File: config.mk
export PLATFORM = sky130hd
export DESIGN_NAME = branch_predictor
export DESIGN_NICKNAME = d
export VERILOG_FILES = /design/src/rtl/bp_pkg.sv /design/src/rtl/bp_btb.sv /design/src/rtl/branch_predictor.sv
export SDC_FILE = /design/constraint.sdc
export NUM_CORES = 2
export LEC_CHECK = 0
export ABC_CLOCK_PERIOD_IN_PS = 6800
export CORE_UTILIZATION = 35
export CTS_BUF_LIST = sky130_fd_sc_hd__clkbuf_8
export DETAILED_ROUTE_END_ITERATION = 6
export GPL_ROUTABILITY_DRIVEN = 0
export REMOVE_ABC_BUFFERS = 1
export SLEW_MARGIN = 40
export SYNTH_ARGS = -nofsm -noshare
export SYNTH_HDL_FRONTEND = slang
export SYNTH_HIERARCHICAL = 1
export SYNTH_SLANG_ARGS = --single-unit
File: constraint.sdc
create_clock -name clk -period 6.8 [get_ports clk]
set_input_delay 1.36 -clock clk [delete_from_list [all_inputs] [get_ports clk]]
set_output_delay 1.36 -clock clk [all_outputs]
set_load 0.1 [all_outputs]
File: src/rtl/bp_pkg.sv
// Shared definitions for the branch predictor: counter encodings, BTB entry layout
// and the saturating-counter update helper.
package bp_pkg;

    localparam logic [1:0] BP_SNT = 2'b00;
    localparam logic [1:0] BP_WNT = 2'b01;
    localparam logic [1:0] BP_WT  = 2'b10;
    localparam logic [1:0] BP_ST  = 2'b11;

    // Tags are stored zero-extended to the widest possible (word address) width.
    localparam int BP_TAG_W = 30;

    typedef struct packed {
        logic                valid;
        logic [BP_TAG_W-1:0] tag;
        logic [31:0]         target;
    } btb_entry_t;

    function automatic logic [1:0] sat_update(input logic [1:0] cnt, input logic taken);
        logic [1:0] nxt;
        nxt = cnt;
        if (taken) begin
            if (cnt != BP_ST) nxt = cnt + 2'd1;
        end else begin
            if (cnt != BP_SNT) nxt = cnt - 2'd1;
        end
        return nxt;
    endfunction

endpackage

File: src/rtl/bp_btb.sv
// Direct-mapped, tagged branch target buffer: one combinational read port,
// one write port. Ports carry word addresses (pc[31:2]).
module bp_btb
    import bp_pkg::*;
#(
    parameter int ENTRIES = 16
) (
    input  logic        clk,
    input  logic        rst_n,
    input  logic [29:0] rd_word_i,
    output logic        rd_hit_o,
    output logic [31:0] rd_target_o,
    input  logic        wr_en_i,
    input  logic [29:0] wr_word_i,
    input  logic [31:0] wr_target_i
);

    localparam int IDX_W = $clog2(ENTRIES);

    btb_entry_t           mem_q [ENTRIES];
    logic [IDX_W-1:0]     rd_idx;
    logic [IDX_W-1:0]     wr_idx;
    logic [BP_TAG_W-1:0]  rd_tag;
    logic [BP_TAG_W-1:0]  wr_tag;

    assign rd_idx = rd_word_i[IDX_W-1:0];
    assign wr_idx = wr_word_i[IDX_W-1:0];
    assign rd_tag = rd_word_i >> IDX_W;
    assign wr_tag = wr_word_i >> IDX_W;

    assign rd_hit_o    = mem_q[rd_idx].valid && (mem_q[rd_idx].tag == rd_tag);
    assign rd_target_o = mem_q[rd_idx].target;

    // A write unconditionally replaces the slot, evicting any aliasing branch.
    always_ff @(posedge clk or negedge rst_n) begin
        if (!rst_n) begin
            for (int i = 0; i < ENTRIES; i++) begin
                mem_q[i] <= '0;
            end
        end else if (wr_en_i) begin
            mem_q[wr_idx] <= '{valid: 1'b1, tag: wr_tag, target: wr_target_i};
        end
    end

endmodule

File: src/rtl/branch_predictor.sv
// Fetch-side dynamic branch predictor: 2-bit counter BHT plus tagged BTB, trained from EX.
// Define BP_GSHARE_EN to XOR a speculative global history into the BHT index.
module branch_predictor
    import bp_pkg::*;
#(
    parameter int BHT_ENTRIES = 64,
    parameter int BTB_ENTRIES = 16,
    parameter int GHR_BITS    = 6
) (
    input  logic                clk,
    input  logic                rst_n,
    input  logic                if_valid,
    input  logic [31:0]         if_pc,
    output logic                pred_taken,
    output logic [31:0]         pred_target,
    output logic [GHR_BITS-1:0] pred_ghr,
    input  logic                ex_valid,
    input  logic [31:0]         ex_pc,
    input  logic                ex_branch_take,
    input  logic [31:0]         ex_target,
    input  logic                ex_pred_taken,
    input  logic [31:0]         ex_pred_target,
    input  logic [GHR_BITS-1:0] ex_ghr,
    output logic                ex_mispredict,
    output logic [31:0]         ex_redirect_pc
);

    localparam int BHT_IDX_W = $clog2(BHT_ENTRIES);

    logic [1:0]           bht_q [BHT_ENTRIES];
    logic [BHT_IDX_W-1:0] if_idx;
    logic [BHT_IDX_W-1:0] ex_idx;
    logic                 btb_hit;
    logic [31:0]          btb_target;

`ifdef BP_GSHARE_EN
    logic [GHR_BITS-1:0] ghr_q;
    logic [GHR_BITS-1:0] ghr_d;

    assign if_idx   = if_pc[BHT_IDX_W+1:2] ^ BHT_IDX_W'(ghr_q);
    assign ex_idx   = ex_pc[BHT_IDX_W+1:2] ^ BHT_IDX_W'(ex_ghr);
    assign pred_ghr = ghr_q;

    // Recovery from a mispredict outranks the speculative shift of the same cycle.
    always_comb begin
        ghr_d = ghr_q;
        if (ex_mispredict) begin
            ghr_d = {ex_ghr[GHR_BITS-2:0], ex_branch_take};
        end else if (if_valid) begin
            ghr_d = {ghr_q[GHR_BITS-2:0], pred_taken};
        end
    end

    always_ff @(posedge clk or negedge rst_n) begin
        if (!rst_n) ghr_q <= '0;
        else        ghr_q <= ghr_d;
    end
`else
    logic unused_gshare;

    assign unused_gshare = if_valid ^ (^ex_ghr);
    assign if_idx        = if_pc[BHT_IDX_W+1:2];
    assign ex_idx        = ex_pc[BHT_IDX_W+1:2];
    assign pred_ghr      = '0;
`endif

    bp_btb #(.ENTRIES(BTB_ENTRIES)) u_btb (
        .clk         (clk),
        .rst_n       (rst_n),
        .rd_word_i   (if_pc[31:2]),
        .rd_hit_o    (btb_hit),
        .rd_target_o (btb_target),
        .wr_en_i     (ex_valid & ex_branch_take),
        .wr_word_i   (ex_pc[31:2]),
        .wr_target_i (ex_target)
    );

    assign pred_taken  = btb_hit & bht_q[if_idx][1];
    assign pred_target = pred_taken ? btb_target : (if_pc + 32'd4);

    // ex_valid qualifies every EX input: nothing is compared or trained unless it is high.
    assign ex_mispredict  = ex_valid & ((ex_branch_take != ex_pred_taken) |
                                        (ex_branch_take & (ex_pred_target != ex_target)));
    assign ex_redirect_pc = ex_branch_take ? ex_target : (ex_pc + 32'd4);

    always_ff @(posedge clk or negedge rst_n) begin
        if (!rst_n) begin
            for (int i = 0; i < BHT_ENTRIES; i++) begin
                bht_q[i] <= BP_WNT;
            end
        end else if (ex_valid) begin
            bht_q[ex_idx] <= sat_update(bht_q[ex_idx], ex_branch_take);
        end
    end

endmodule

==> summary.md <==
* cts bufs inserted: 184
* slack of the worst reg-to-reg path: 3.59 ns
* final critical-path share of the clock period: 99.54%
* antenna-violating nets left: 0
* number of enable flip-flop cells after synthesis: 0
* CTS clk-pin slew, worst paths: 0.06 ns
* type of destination of the critical path: primary output
* count of final setup violators: 0
* residual overflow from global routing: 0
* Distinct cells, synth: 70
* number of cells after detailed placement: 5,647
* number of core rows: 141
* power per cell area: 288.0 nW/um^2
* Setup crit start: if_pc[2]
* number of antenna violations at the first check in global routing: 15
* total I/O pin count: 212
* DR pass1 iterations: 5
* result of the run: completed
* CTS Sinks: 1,072
* die extent in y: 387.8 um
* required time of the critical path: 5.44 ns
* final net count: 4,073
* final-report max-slew violation count: 0
* setup repair after global routing missed its margin: yes
* top-area cell type share of the netlist area: 48.41%
* GR Util All Layers: 21.59%
* final HPWL from detailed placement: 102,200 um
* clock tree root buffer cell: sky130_fd_sc_hd__clkbuf_8
* largest voltage drop on the vdd net: 0.2179 mV
* FMAX: 147.7 MHz
* Relative slew margins: 41.86%
* cell count after synthesis: 3,629
* max capacitance violation total: 0
* actual slew at the worst max-slew pin: 0.8721 ns
* most area-consuming cells after synthesis: sky130_fd_sc_hd__dfrtp_1 48%, sky130_fd_sc_hd__mux2_2 21%, sky130_fd_sc_hd__mux4_2 13%, sky130_fd_sc_hd__dfstp_2 3.2%, sky130_fd_sc_hd__nand2_1 1.6%
* time the final worst path needs with I/O delays and setup: 6.769 ns
* Hold/Removal Path Class: input port to asynchronous set/reset pin
* largest net degree at the start of global routing: 153
* Post-Synthesis Mean Instance Area: 14.36 sq um
* async set or reset register ratio after synthesis: 100.0%
* CTS tree: yes
* startpoint kind of the worst setup timing path: input port
* flops & latches, synth: 1,072
* average routed wire per standard cell: 26.86 um
* die area: 150,400 sq um
* clock insertion delay at the later pin of the skew report: 0.91 ns
* number of cells traversed by the worst register-to-register path: 7
* Remaining DRCs: 0
* area added between synthesis and finish: 19.59%
* post-route worst hold slack: 0.3710 ns
* global-route wire length before repair: 240,000 um
* kind of critical path: input port to primary output
* synthesis warning total: 6
* horizontal die dimension: 387.8 um
* number of endpoints with negative hold slack in the final report: 0
* 1st-iter DRT viols: 2,571
* number of buffers between clock root and the deepest sink: 3
* Final Core Density: 42.20%
* Synth Cell Area: 52,110 sq um
* leakage power summed over all cells: 27.06 nW
* number of buffer cells added on primary ports: 198
* capture point of the worst reg-to-reg path: bht_q[77]
* Synth area leader: sky130_fd_sc_hd__dfrtp_1
* initial core utilization: 35.29%
* biggest fanout along the worst timing path: 7
* placeable core area: 147,700 sq um
* via count of the first global-routing pass: 34,440
* sequential element share of the synthesized area: 51.64%
* Via Count: 33,150
* Total Wirelength: 161,500 um
* Setup Skew: 0.04207 ns
* fillers: 13,530
* Most used DFF post-synth: sky130_fd_sc_hd__dfrtp_1
* via count normalized by instance count: 5.514
* fraction of final layout cells sized beyond drive strength 1: 50.23%
* arrival time of data at the critical path endpoint: 5.41 ns
* fin cells: 6,011
* count of H-tree levels built during CTS: 4
* launching point of the worst reg2reg path: bht_q[5]
power breakdown:
| part | switching (mW) | internal, mW |
|---|---|---|
| logic | 1.66 | 1.98 |
| registers | 0.621 | 7.67 |
| clock network | 2.76 | 3.25 |
cells in the mapped netlist, types with 18 or more instances:
master,instances
sky130_fd_sc_hd__o21ai_2,50
sky130_fd_sc_hd__buf_2,49
sky130_fd_sc_hd__a31oi_1,64
sky130_fd_sc_hd__o21ai_0,45
sky130_fd_sc_hd__nand4_1,19
sky130_fd_sc_hd__clkbuf_1,175
sky130_fd_sc_hd__a21oi_1,71
sky130_fd_sc_hd__mux4_2,297
sky130_fd_sc_hd__mux2_2,966
sky130_fd_sc_hd__dfstp_2,64
sky130_fd_sc_hd__nor2_1,66
sky130_fd_sc_hd__buf_1,63
sky130_fd_sc_hd__xor2_1,55
sky130_fd_sc_hd__dfrtp_1,1008
sky130_fd_sc_hd__xnor2_1,55
sky130_fd_sc_hd__nand3_1,46
sky130_fd_sc_hd__buf_4,18
sky130_fd_sc_hd__mux2i_1,65
sky130_fd_sc_hd__nand2_1,220
cells by family (layout without fill, tap and decap cells):
logic type / Yosys count / in the layout / synth area share [%]
xor gates and xnor gates: 110 / 110 / 1.849
buffers and inverters: 338 / 777 / 2.930
and+or+nand+nor: 467 / 467 / 4.200
other: 1 / 14 / 0.007197
muxes: 1339 / 1339 / 35.52
DFF: 1072 / 1072 / 51.64
AOI/OAI and AO/OA: 298 / 298 / 3.772
adders and majority gates: 4 / 4 / 0.08884
per-layer routing:
| metal | global-route usage [%] | vias up | wire length, um |
|---|---|---|---|
| li1 | - | 14120 | - |
| met1 | 30.65 | 17820 | 72470 |
| met2 | 33.59 | 970 | 74990 |
| met3 | 4.363 | 218 | 10330 |
| met4 | 5.707 | 14 | 3569 |
| met5 | 0 | - | 96 |
metrics by stage:
step	total power, mW	worst slack [ns]	TNS (ns)	cell area (sq um)
after floorplan	10.56	-6.136	-161.49	50660
after global placement	11.85	-0.3906	-11.54	57640
after detailed placement	11.98	-0.4637	-13.92	57720
after CTS	18.06	-0.009317	-0.06043	61970
after global routing	18.80	-0.09856	-1.773	62310
final	17.94	0.03099	0	62310
worst max-delay path, stage by stage:
cell	delay [ns]
sky130_fd_sc_hd__buf_16	0.14
sky130_fd_sc_hd__buf_6	0.13
sky130_fd_sc_hd__mux4_2	0.48
sky130_fd_sc_hd__mux4_2	0.53
sky130_fd_sc_hd__xor2_2	0.18
sky130_fd_sc_hd__or4_4	0.59
sky130_fd_sc_hd__nor4_4	0.45
sky130_fd_sc_hd__buf_4	0.21
sky130_fd_sc_hd__o2111ai_4	0.12
sky130_fd_sc_hd__o32ai_4	0.20
sky130_fd_sc_hd__buf_12	0.20
sky130_fd_sc_hd__buf_12	0.14
sky130_fd_sc_hd__buf_12	0.12
sky130_fd_sc_hd__mux2_4	0.33
sky130_fd_sc_hd__buf_12	0.17
worst max path at each step:
stage                            to  slack [ns]
detailed placement  pred_target[19]       -0.46
global placement    pred_target[19]       -0.39
finish              pred_target[27]        0.03
floorplan            pred_target[2]       -6.14
global route         pred_target[4]        -0.1
CTS                  pred_target[3]      -0.009
state kept, by name, indices dropped and copies added (netlist names):
| signal | count |
|---|---|
| bht_q | 128 |
| u_btb/mem_q | 944 |
cell usage in the layout, fill, tap and decap left out, types with 70 or more instances in the layout:
cell	instances
sky130_fd_sc_hd__mux2_2	936
sky130_fd_sc_hd__inv_1	71
sky130_fd_sc_hd__clkdlybuf4s50_1	117
sky130_fd_sc_hd__dfrtp_1	1008
sky130_fd_sc_hd__nand2_1	216
sky130_fd_sc_hd__a21oi_1	70
sky130_fd_sc_hd__buf_4	191
sky130_fd_sc_hd__mux4_2	302
sky130_fd_sc_hd__buf_12	88
sky130_fd_sc_hd__clkbuf_8	240
final cells by class:
| cell class | count | area (sq um) | share of cell area (%) |
|---|---|---|---|
| Clock buffer | 240 | 3303 | 5.301 |
| Tap cell | 1930 | 2415 | 3.875 |
| Sequential cell | 1072 | 26910 | 43.18 |
| Clock inverter | 88 | 513.0 | 0.8232 |
| Timing Repair Buffer | 432 | 4903 | 7.869 |
| Antenna cell | 8 | 20.02 | 0.03213 |
| Multi-Input combinational cell | 2224 | 24180 | 38.81 |
| Inverter | 17 | 70.07 | 0.1124 |
timing repair:
item | 4_1_cts | 5_1_grt
hold buffers | 0 | 0
endpoints found under the setup margin | 33 | 32
gates resized for setup | 59 | 26
pin swaps | 5 | 4
buffers inserted | 9 | 12
gates cloned | 4 | 1
endpoints found under the hold margin | 0 | 0
Note: power is estimated with default switching activity, not from simulation.
